## src/rtl/matchblock_pkg.sv

```systemverilog
// Shared widths, FSM state encoding and default miss code for the match-block feeder.
package matchblock_pkg;

    localparam int PNODE_W  = 142;
    localparam int RESULT_W = 14;
    localparam int OUTST_W  = 4;

    localparam logic [RESULT_W-1:0] DEFAULT_MISS_CODE = 14'h3FFF;

    typedef enum logic [1:0] {
        ST_RUN    = 2'd0,
        ST_DRAIN  = 2'd1,
        ST_FROZEN = 2'd2
    } state_e;

endpackage

```

## src/rtl/matchblock_credit_timer.sv

```systemverilog
// In-flight request counter plus the no-response timeout that triggers a drain.
module matchblock_credit_timer
    import matchblock_pkg::*;
#(
    parameter int MAX_OUTSTANDING = 4,
    parameter int TIMEOUT_CYCLES  = 1024
) (
    input  logic               clock,
    input  logic               reset,
    input  logic               inc_i,
    input  logic               dec_i,
    input  logic               clear_i,
    input  logic               run_i,
    output logic [OUTST_W-1:0] outstanding_o,
    output logic               at_max_o,
    output logic               timeout_o
);

    localparam int TMR_W = $clog2(TIMEOUT_CYCLES + 1);
    localparam logic [TMR_W-1:0]   TMR_LAST = TMR_W'(TIMEOUT_CYCLES - 1);
    localparam logic [OUTST_W-1:0] MAX_CNT  = OUTST_W'(MAX_OUTSTANDING);

    logic [OUTST_W-1:0] outst_q, outst_d;
    logic [TMR_W-1:0]   tmr_q, tmr_d;
    logic               waiting;

    // Waiting for a result: something is in flight and nothing came back this cycle.
    assign waiting = run_i && (outst_q != '0) && !clear_i;

    // Simultaneous issue and return cancel out.
    always_comb begin
        outst_d = outst_q;
        if (inc_i && !dec_i) begin
            outst_d = outst_q + 1'b1;
        end else if (dec_i && !inc_i) begin
            outst_d = outst_q - 1'b1;
        end
    end

    // Timer saturates at its last value so a blocked drain entry keeps requesting it.
    always_comb begin
        tmr_d = '0;
        if (waiting) begin
            tmr_d = (tmr_q == TMR_LAST) ? tmr_q : tmr_q + 1'b1;
        end
    end

    // Credit and timer state.
    always_ff @(posedge clock or posedge reset) begin
        if (reset) begin
            outst_q <= '0;
            tmr_q   <= '0;
        end else begin
            outst_q <= outst_d;
            tmr_q   <= tmr_d;
        end
    end

    assign outstanding_o = outst_q;
    assign at_max_o      = (outst_q >= MAX_CNT);
    assign timeout_o     = waiting && (tmr_q == TMR_LAST);

endmodule

```

## src/rtl/matchblock_feeder.sv

```systemverilog
// Feeds parse-node records to a reconfigurable match region and returns results in
// issue order, substituting a miss code for results lost to freeze or timeout.
module matchblock_feeder
    import matchblock_pkg::*;
#(
    parameter int                  MAX_OUTSTANDING = 4,
    parameter int                  TIMEOUT_CYCLES  = 1024,
    parameter logic [RESULT_W-1:0] MISS_CODE       = DEFAULT_MISS_CODE
) (
    input  logic                clock,
    input  logic                reset,
    input  logic [PNODE_W-1:0]  in_data,
    input  logic                in_valid,
    output logic                in_ready,
    output logic [PNODE_W-1:0]  pnode_data,
    output logic                pnode_valid,
    input  logic                pnode_ready,
    input  logic [RESULT_W-1:0] result_data,
    input  logic                result_valid,
    output logic                result_ack,
    input  logic                coe_freeze,
    output logic [RESULT_W-1:0] out_result,
    output logic                out_valid,
    input  logic                out_ready,
    input  logic                avs_status_read,
    input  logic [1:0]          avs_status_address,
    output logic [31:0]         avs_status_readdata
);

    state_e              state_q;
    logic                issue_full_q;
    logic [PNODE_W-1:0]  issue_data_q;
    logic                out_valid_q;
    logic [RESULT_W-1:0] out_result_q;
    logic [31:0]         issued_cnt_q, returned_cnt_q, miss_cnt_q, rdata_q;

    logic [OUTST_W-1:0]  outstanding;
    logic                at_max, timeout;
    logic                pnode_fire, in_fire, out_free, ack, miss_load, pnode_hold;

    assign pnode_valid = issue_full_q && (state_q == ST_RUN) && !at_max;
    assign pnode_fire  = pnode_valid && pnode_ready;
    // A presented record must complete its handshake before the FSM may leave RUN.
    assign pnode_hold  = pnode_valid && !pnode_ready;
    assign in_ready    = !issue_full_q || pnode_fire;
    assign in_fire     = in_valid && in_ready;
    assign out_free    = !out_valid_q || out_ready;
    assign ack         = result_valid && out_free && (state_q == ST_RUN);
    assign miss_load   = (state_q == ST_DRAIN) && out_free && (outstanding != '0);

    matchblock_credit_timer #(
        .MAX_OUTSTANDING (MAX_OUTSTANDING),
        .TIMEOUT_CYCLES  (TIMEOUT_CYCLES)
    ) u_credit_timer (
        .clock         (clock),
        .reset         (reset),
        .inc_i         (pnode_fire),
        .dec_i         (ack || miss_load),
        .clear_i       (ack),
        .run_i         (state_q == ST_RUN),
        .outstanding_o (outstanding),
        .at_max_o      (at_max),
        .timeout_o     (timeout)
    );

    // Single-entry issue register between the parser and the match region.
    always_ff @(posedge clock or posedge reset) begin
        if (reset) begin
            issue_full_q <= 1'b0;
            issue_data_q <= '0;
        end else if (in_fire) begin
            issue_full_q <= 1'b1;
            issue_data_q <= in_data;
        end else if (pnode_fire) begin
            issue_full_q <= 1'b0;
        end
    end

    // Mode FSM: drain lost requests as misses, then park while the region is frozen.
    always_ff @(posedge clock or posedge reset) begin
        if (reset) begin
            state_q <= ST_RUN;
        end else begin
            case (state_q)
                ST_RUN: begin
                    if ((coe_freeze || timeout) && !pnode_hold) state_q <= ST_DRAIN;
                end
                ST_DRAIN: begin
                    if (outstanding == '0) state_q <= coe_freeze ? ST_FROZEN : ST_RUN;
                end
                ST_FROZEN: begin
                    if (!coe_freeze) state_q <= ST_RUN;
                end
                default: state_q <= ST_RUN;
            endcase
        end
    end

    // Output register: real results in RUN, miss codes in DRAIN, cleared on take.
    always_ff @(posedge clock or posedge reset) begin
        if (reset) begin
            out_valid_q  <= 1'b0;
            out_result_q <= '0;
        end else if (ack) begin
            out_valid_q  <= 1'b1;
            out_result_q <= result_data;
        end else if (miss_load) begin
            out_valid_q  <= 1'b1;
            out_result_q <= MISS_CODE;
        end else if (out_ready) begin
            out_valid_q  <= 1'b0;
        end
    end

    // Free-running statistics, wrapping modulo 2^32.
    always_ff @(posedge clock or posedge reset) begin
        if (reset) begin
            issued_cnt_q   <= '0;
            returned_cnt_q <= '0;
            miss_cnt_q     <= '0;
        end else begin
            if (pnode_fire) issued_cnt_q   <= issued_cnt_q + 32'd1;
            if (ack)        returned_cnt_q <= returned_cnt_q + 32'd1;
            if (miss_load)  miss_cnt_q     <= miss_cnt_q + 32'd1;
        end
    end

    // Status read data, registered one cycle after the read strobe.
    always_ff @(posedge clock or posedge reset) begin
        if (reset) begin
            rdata_q <= '0;
        end else if (avs_status_read) begin
            case (avs_status_address)
                2'd0:    rdata_q <= issued_cnt_q;
                2'd1:    rdata_q <= returned_cnt_q;
                2'd2:    rdata_q <= miss_cnt_q;
                default: rdata_q <= {24'd0, outstanding, 2'b00, state_q};
            endcase
        end
    end

    assign pnode_data          = issue_data_q;
    assign result_ack          = ack;
    assign out_result          = out_result_q;
    assign out_valid           = out_valid_q;
    assign avs_status_readdata = rdata_q;

endmodule

```

## config.mk

```make
export PLATFORM = sky130hd
export DESIGN_NAME = matchblock_feeder
export DESIGN_NICKNAME = d
export VERILOG_FILES = /design/src/rtl/matchblock_pkg.sv /design/src/rtl/matchblock_credit_timer.sv /design/src/rtl/matchblock_feeder.sv
export SDC_FILE = /design/constraint.sdc
export NUM_CORES = 1
export LEC_CHECK = 0
export CAP_MARGIN = 10
export CORE_MARGIN = 3
export CORE_UTILIZATION = 46
export CTS_CLUSTER_SIZE = 16
export DETAILED_ROUTE_END_ITERATION = 16
export PLACE_DENSITY = 0.77
export SLEW_MARGIN = 40
export SYNTH_ARGS = -nofsm -noshare
export SYNTH_HDL_FRONTEND = slang
export SYNTH_HIERARCHICAL = 1
export SYNTH_SLANG_ARGS = --single-unit
```

## constraint.sdc

```tcl
create_clock -name clock -period 28.8 [get_ports clock]
set_input_delay 5.76 -clock clock [delete_from_list [all_inputs] [get_ports clock]]
set_output_delay 5.76 -clock clock [all_outputs]
set_load 0.05 [all_outputs]
```

# [Yosys cells after proc, flatten, opt, wreduce, memory -nomap -nowiden]
# Index checks and enable logic that the tools add are counted.
[word_totals] reg_bits=303 input_bits=166 output_inout_bits=192 elab_cells=80
[op_classes] n_addsub=6 n_lt_le_gt_ge=1 n_eq_ne=9 mux=17 n_reduce_logical=36
[op_table] cell="32-bit by 1-bit adder with 32-bit output, second input constant" n=3
[op_table] cell="32-bit one-hot mux with 3 select lines" n=1
[op_table] cell="14-bit 2-to-1 mux" n=2
[op_table] cell="11-bit 2-to-1 mux" n=2
[op_table] cell="1-bit logical AND" n=15
[op_table] cell="11-bit by 1-bit adder with 11-bit output, second input constant" n=1
[op_table] cell="11-bit by 10-bit == test with 1-bit output, second input constant" n=1
[op_table] cell="1-bit zero test" n=8
[op_table] cell="2-bit 2-to-1 mux" n=4
[op_table] cell="4-bit 2-to-1 mux" n=2
[op_table] cell="2-bit != test, second input constant" n=3
[op_table] cell="2-bit one-hot mux with 3 select lines" n=1
[op_table] cell="2-bit nonzero test" n=3
[op_table] cell="1-bit 2-to-1 mux" n=5
[op_table] cell="4-bit by 1-bit adder with 4-bit output, second input constant" n=1
[op_table] cell="2-bit by 1-bit == test with 1-bit output, second input constant" n=2
[op_table] cell="2-bit == test, second input constant" n=2
[op_table] cell="4-bit by 3-bit greater-or-equal comparator with 1-bit output, second input constant" n=1
[op_table] cell="2-bit zero test" n=2
[op_table] cell="4-bit zero test" n=1
[op_table] cell="1-bit logical OR" n=4
[op_table] cell="4-bit nonzero test" n=1
[op_table] cell="4-bit by 1-bit subtractor with 4-bit output, second input constant" n=1
[op_table] cell="3-bit AND reduction" n=1
[op_table] cell="2 further kinds" n=2

# [Longest topological paths before layout]
[depth] ltp_word=11 ltp_mapped=13 depth_no_buf=12

# [Hierarchy]
# The synthesis kept the hierarchy.
[by_module_without_submodules] mod="matchblock_feeder" n_inst=1 cells_each=934 area_each_um2=12080.3 seq_area_each_um2=7206.9
[by_module_without_submodules] mod="matchblock_credit_timer" n_inst=1 cells_each=89 area_each_um2=912.1 seq_area_each_um2=375.4

# [Worst setup path after synthesis]
# No wires, ideal clock.
[synth_timing] path_type="input to output" start="input port out_ready" end="output port result_ack" t_arrival_ns=6.656 required_time_ns=23.040 setup_slack_ns=16.384 path_stages=4 path_buffers=1 cell_sequence="nand2b_1 > buf_2 > nand3_1 > inv_1"
[synth_via] elab_chain_cells=3
[synth_lines] item="start, declared" line_no="matchblock_feeder.sv:24" text="input logic out_ready,"
[synth_lines] item="1-bit logical OR" line_no="matchblock_feeder.sv:47" text="assign out_free = !out_valid_q || out_ready;"
[synth_lines] item="1-bit logical AND (2 in series)" line_no="matchblock_feeder.sv:48" text="assign ack = result_valid && out_free && (state_q == ST_RUN);"
[synth_lines] item="end, declared" line_no="matchblock_feeder.sv:20" text="output logic result_ack,"
# No other way between the ends.

# [Worst setup path after layout]
# Ends and elaborated chain as after synthesis.

==> flow_summary.json <==
{
  "vdd.ir_drop.worst_v": 0.0000860,
  "dpl_cell_area_um2": 16900,
  "synth-seq-area-share_pct": 58.4,
  "grt_remaining_overflow": 0,
  "grt_util_met2_pct": 40.4,
  "drt-total-wl_um": 35200,
  "postCtsSetupRepairBufs": 0,
  "cts.clk_slew.worst_paths_ps": 60,
  "ys.flop_type": "dfrtp_1",
  "syn_nets": 1197,
  "fin_worst_skew_ps": 15.1,
  "yosys_warnings": 6,
  "rsz0062_at_grt": "false",
  "use_met1_pct": 27.8,
  "place.gp.congestion": 0.852,
  "clk_latency_ps": 500,
  "use_met3_pct": 5.50,
  "grt_usage_pct": 22.9,
  "cts_resized": 0,
  "num_vias": 9233,
  "setup_tns_ps": 0,
  "synthesis.area_um2": 13000,
  "wl_per_cell_um": 19.8,
  "die_x_um": 174,
  "avgSynthCellArea_um2": 12.7,
  "netlist_top_cells_area": "dfrtp_1, mux2_2, xnor2_1",
  "port-buffer-count": 357,
  "drv_slew": 0,
  "crit_path_start_kind": "primary input",
  "period_minus_slack_ps": 14080,
  "cp-end-kind": "primary output",
  "outcome": "finished clean",
  "h-tree-depth": 2,
  "synth-seq-cells": 303,
  "crit_fanout": 19,
  "maxCapViolCount": 0,
  "crit_path_frequent_cell": "clkdlybuf4s50_1",
  "cp_slowest_cell": "clkdlybuf4s50_1",
  "synthCells": 1023,
  "fmax_mhz": 71.0,
  "synth_edf_count": 0,
  "postRouteAntennaNets": 0,
  "coreArea_um2": 27300,
  "drive_above_1_share_pct": 17.3,
  "final_nets": 1554,
  "routed_via_density": 5.20,
  "grt_pass1_wl_um": 55400,
  "worst_pin_slew_ps": 848,
  "dr.first_iter.drc_count": 544,
  "holdBufCountCts": 0,
  "grt_pass1_vias": 9716,
  "drtPass1Iterations": 4,
  "power_density_nw_per_um2": 113,
  "design_area_um2": 18000,
  "dp_hpwl_um": 26000,
  "slew_headroom_pct": 42.9,
  "clockBufferDepth": 3,
  "min_period_over_period_pct": 48.9,
  "syn2layout_area_growth_pct": 38.8,
  "worst-setup-path-type": "in2out",
  "dieArea_um2": 30300,
  "leakage_nw": 7.78,
  "async_flop_share_pct": 100,
  "num_rows": 60,
  "yosys.area.top_type": "dfrtp_1",
  "ys_types": 66,
  "grt.busiest_layer": "met2",
  "setup_viol": 0,
  "hold_class": "reg2reg",
  "holdWs_ps": 471,
  "antenna_found_initial": 4,
  "grt_max_degree": 101,
  "hold_viol": 0,
  "cts_root_buf": "clkbuf_16",
  "numCtsBuffers": 34,
  "worstPathRequired_ps": 23040,
  "cts_sinks": 303,
  "start_util_pct": 47.5,
  "synth_top_area_share_pct": 58.4,
  "cts_tree": "yes",
  "pin_count": 358,
  "drc_errors": 0,
  "cp.arrival_ps": 8320,
  "chipHeight_um": 174,
  "slowest_delay_ps": 850,
  "crit_chain": "clkdlybuf4s50_1, nand2b_1, nand3_1, inv_1, clkdlybuf4s50_1"
}
-- cell type report --
class / count / area (um2)
fillers: 2099 / 9290
flip-flops and latches: 303 / 7580
multi-input cells: 667 / 5200
repair buffers: 362 / 3640
clock buffers: 50 / 1020
well taps: 372 / 465
clock inverters: 8 / 67.6
inverters: 12 / 52.6
diodes: 1 / 2.50
-- flip-flops by register name, summed over array words and instances, names as in the netlist --
signal	flops
pnode_data	142
avs_status_readdata	32
issued_cnt_q	32
miss_cnt_q	32
returned_cnt_q	32
out_result	14
u_credit_timer/tmr_q	11
u_credit_timer/outstanding_o	4
state_q	2
issue_full_q	1
out_valid	1
-- worst paths after layout --
check / depth (start not counted) / from / slack, ps / end
setup / recovery: 5 / out_ready / 14720 / result_ack
hold / removal: 1 / miss_cnt_q[31]$_DFFE_PP0P_ / 470 / miss_cnt_q[31]$_DFFE_PP0P_
setup reg to reg: 12 / state_q[0]$_DFFE_PP0P_ / 24760 / u_credit_timer/outstanding_o[3]$_DFFE_PP0P_
hold reg to reg: 1 / miss_cnt_q[31]$_DFFE_PP0P_ / 470 / miss_cnt_q[31]$_DFFE_PP0P_
max in group asynchronous: 4 / reset / 21550 / pnode_data[19]$_DFFE_PP0P_
min in group asynchronous: 2 / reset / 5790 / out_result[10]$_DFFE_PP0P_
-- per-stage QoR --
stage / setup slack, ps / util [%] / std cells / total power (W)
after floorplan: 15090 / - / 1023 / 0.00128
after global placement: 14770 / 61.9 / 1715 / 0.00161
after detailed placement: 14730 / 62.0 / 1716 / 0.00163
after CTS: 14700 / 66.0 / 1774 / 0.00205
after global routing: 14520 / 66.0 / 1775 / 0.00212
final: 14720 / 66.0 / 1775 / 0.00203
-- power by group --
| part | total, W | internal, W | switching, W |
|---|---|---|---|
| clock network | 0.000420 | 0.000255 | 0.000165 |
| logic | 0.000973 | 0.000360 | 0.000613 |
| registers | 0.000642 | 0.000557 | 0.0000843 |
| total | 0.00203 | 0.00117 | 0.000863 |
-- worst max-delay path: cells and delay by family --
family / cells / cell delay, ps
and+or+nand+nor: 2 / 960
buffers and inverters: 3 / 1590
-- cell families (layout without fill, tap and decap cells) --
kind of cell / Yosys count / after routing / synth area share, %
muxes: 185 / 185 / 16.3
and+or+nand+nor: 289 / 289 / 11.8
other: 0 / 1 / 0
buffers and inverters: 53 / 432 / 1.70
xor gates and xnor gates: 100 / 100 / 6.80
AOI/OAI and AO/OA: 85 / 85 / 4.21
DFF: 303 / 303 / 58.4
adders and majority gates: 8 / 8 / 0.828
-- synth_stat cells, types with 3 or more instances --
master,n
clkbuf_1,19
and3_1,18
dfrtp_1,303
nor4_1,3
buf_2,12
xor2_1,37
o21ai_0,3
a21oi_1,55
or3_1,4
nand3_1,39
mux2_2,150
inv_1,11
xnor2_1,62
mux2i_1,27
nor2_1,92
and2_1,3
nand2_1,55
nor3_1,10
and4_1,10
mux4_2,5
buf_1,9
nand2b_1,4
nand4_1,22
ha_1,7
o22a_1,14
nor3_2,3
-- per-layer routing --
| layer | part of all wire, % | routed length, um |
|---|---|---|
| met1 | 40 | 14000 |
| met2 | 51 | 17900 |
| met3 | 6.2 | 2180 |
| met4 | 3.0 | 1050 |
| met5 | 0.13 | 44 |
-- cell usage in the layout, fill, tap and decap left out, types with 3 or more instances in the layout --
cell type / Yosys / layout
nand4_1: 22 / 22
nor3_2: 3 / 3
and3_1: 18 / 18
clkdlybuf4s50_1: 0 / 355
nor3_1: 10 / 10
and2_1: 3 / 3
mux2_2: 150 / 150
inv_1: 11 / 10
clkinv_2: 0 / 6
nand3_1: 39 / 39
o21ai_0: 3 / 3
clkbuf_1: 19 / 8
dfrtp_1: 303 / 303
nor2_1: 92 / 92
mux4_2: 5 / 5
xor2_1: 37 / 37
buf_4: 0 / 4
clkbuf_16: 0 / 37
or3_1: 4 / 4
nand2_1: 55 / 54
o22a_1: 14 / 14
clkbuf_8: 0 / 5
mux2i_1: 27 / 27
ha_1: 7 / 7
and4_1: 10 / 10
a21oi_1: 55 / 55
xnor2_1: 62 / 62
nand2b_1: 4 / 4
Note: power is estimated with default switching activity, not from simulation.
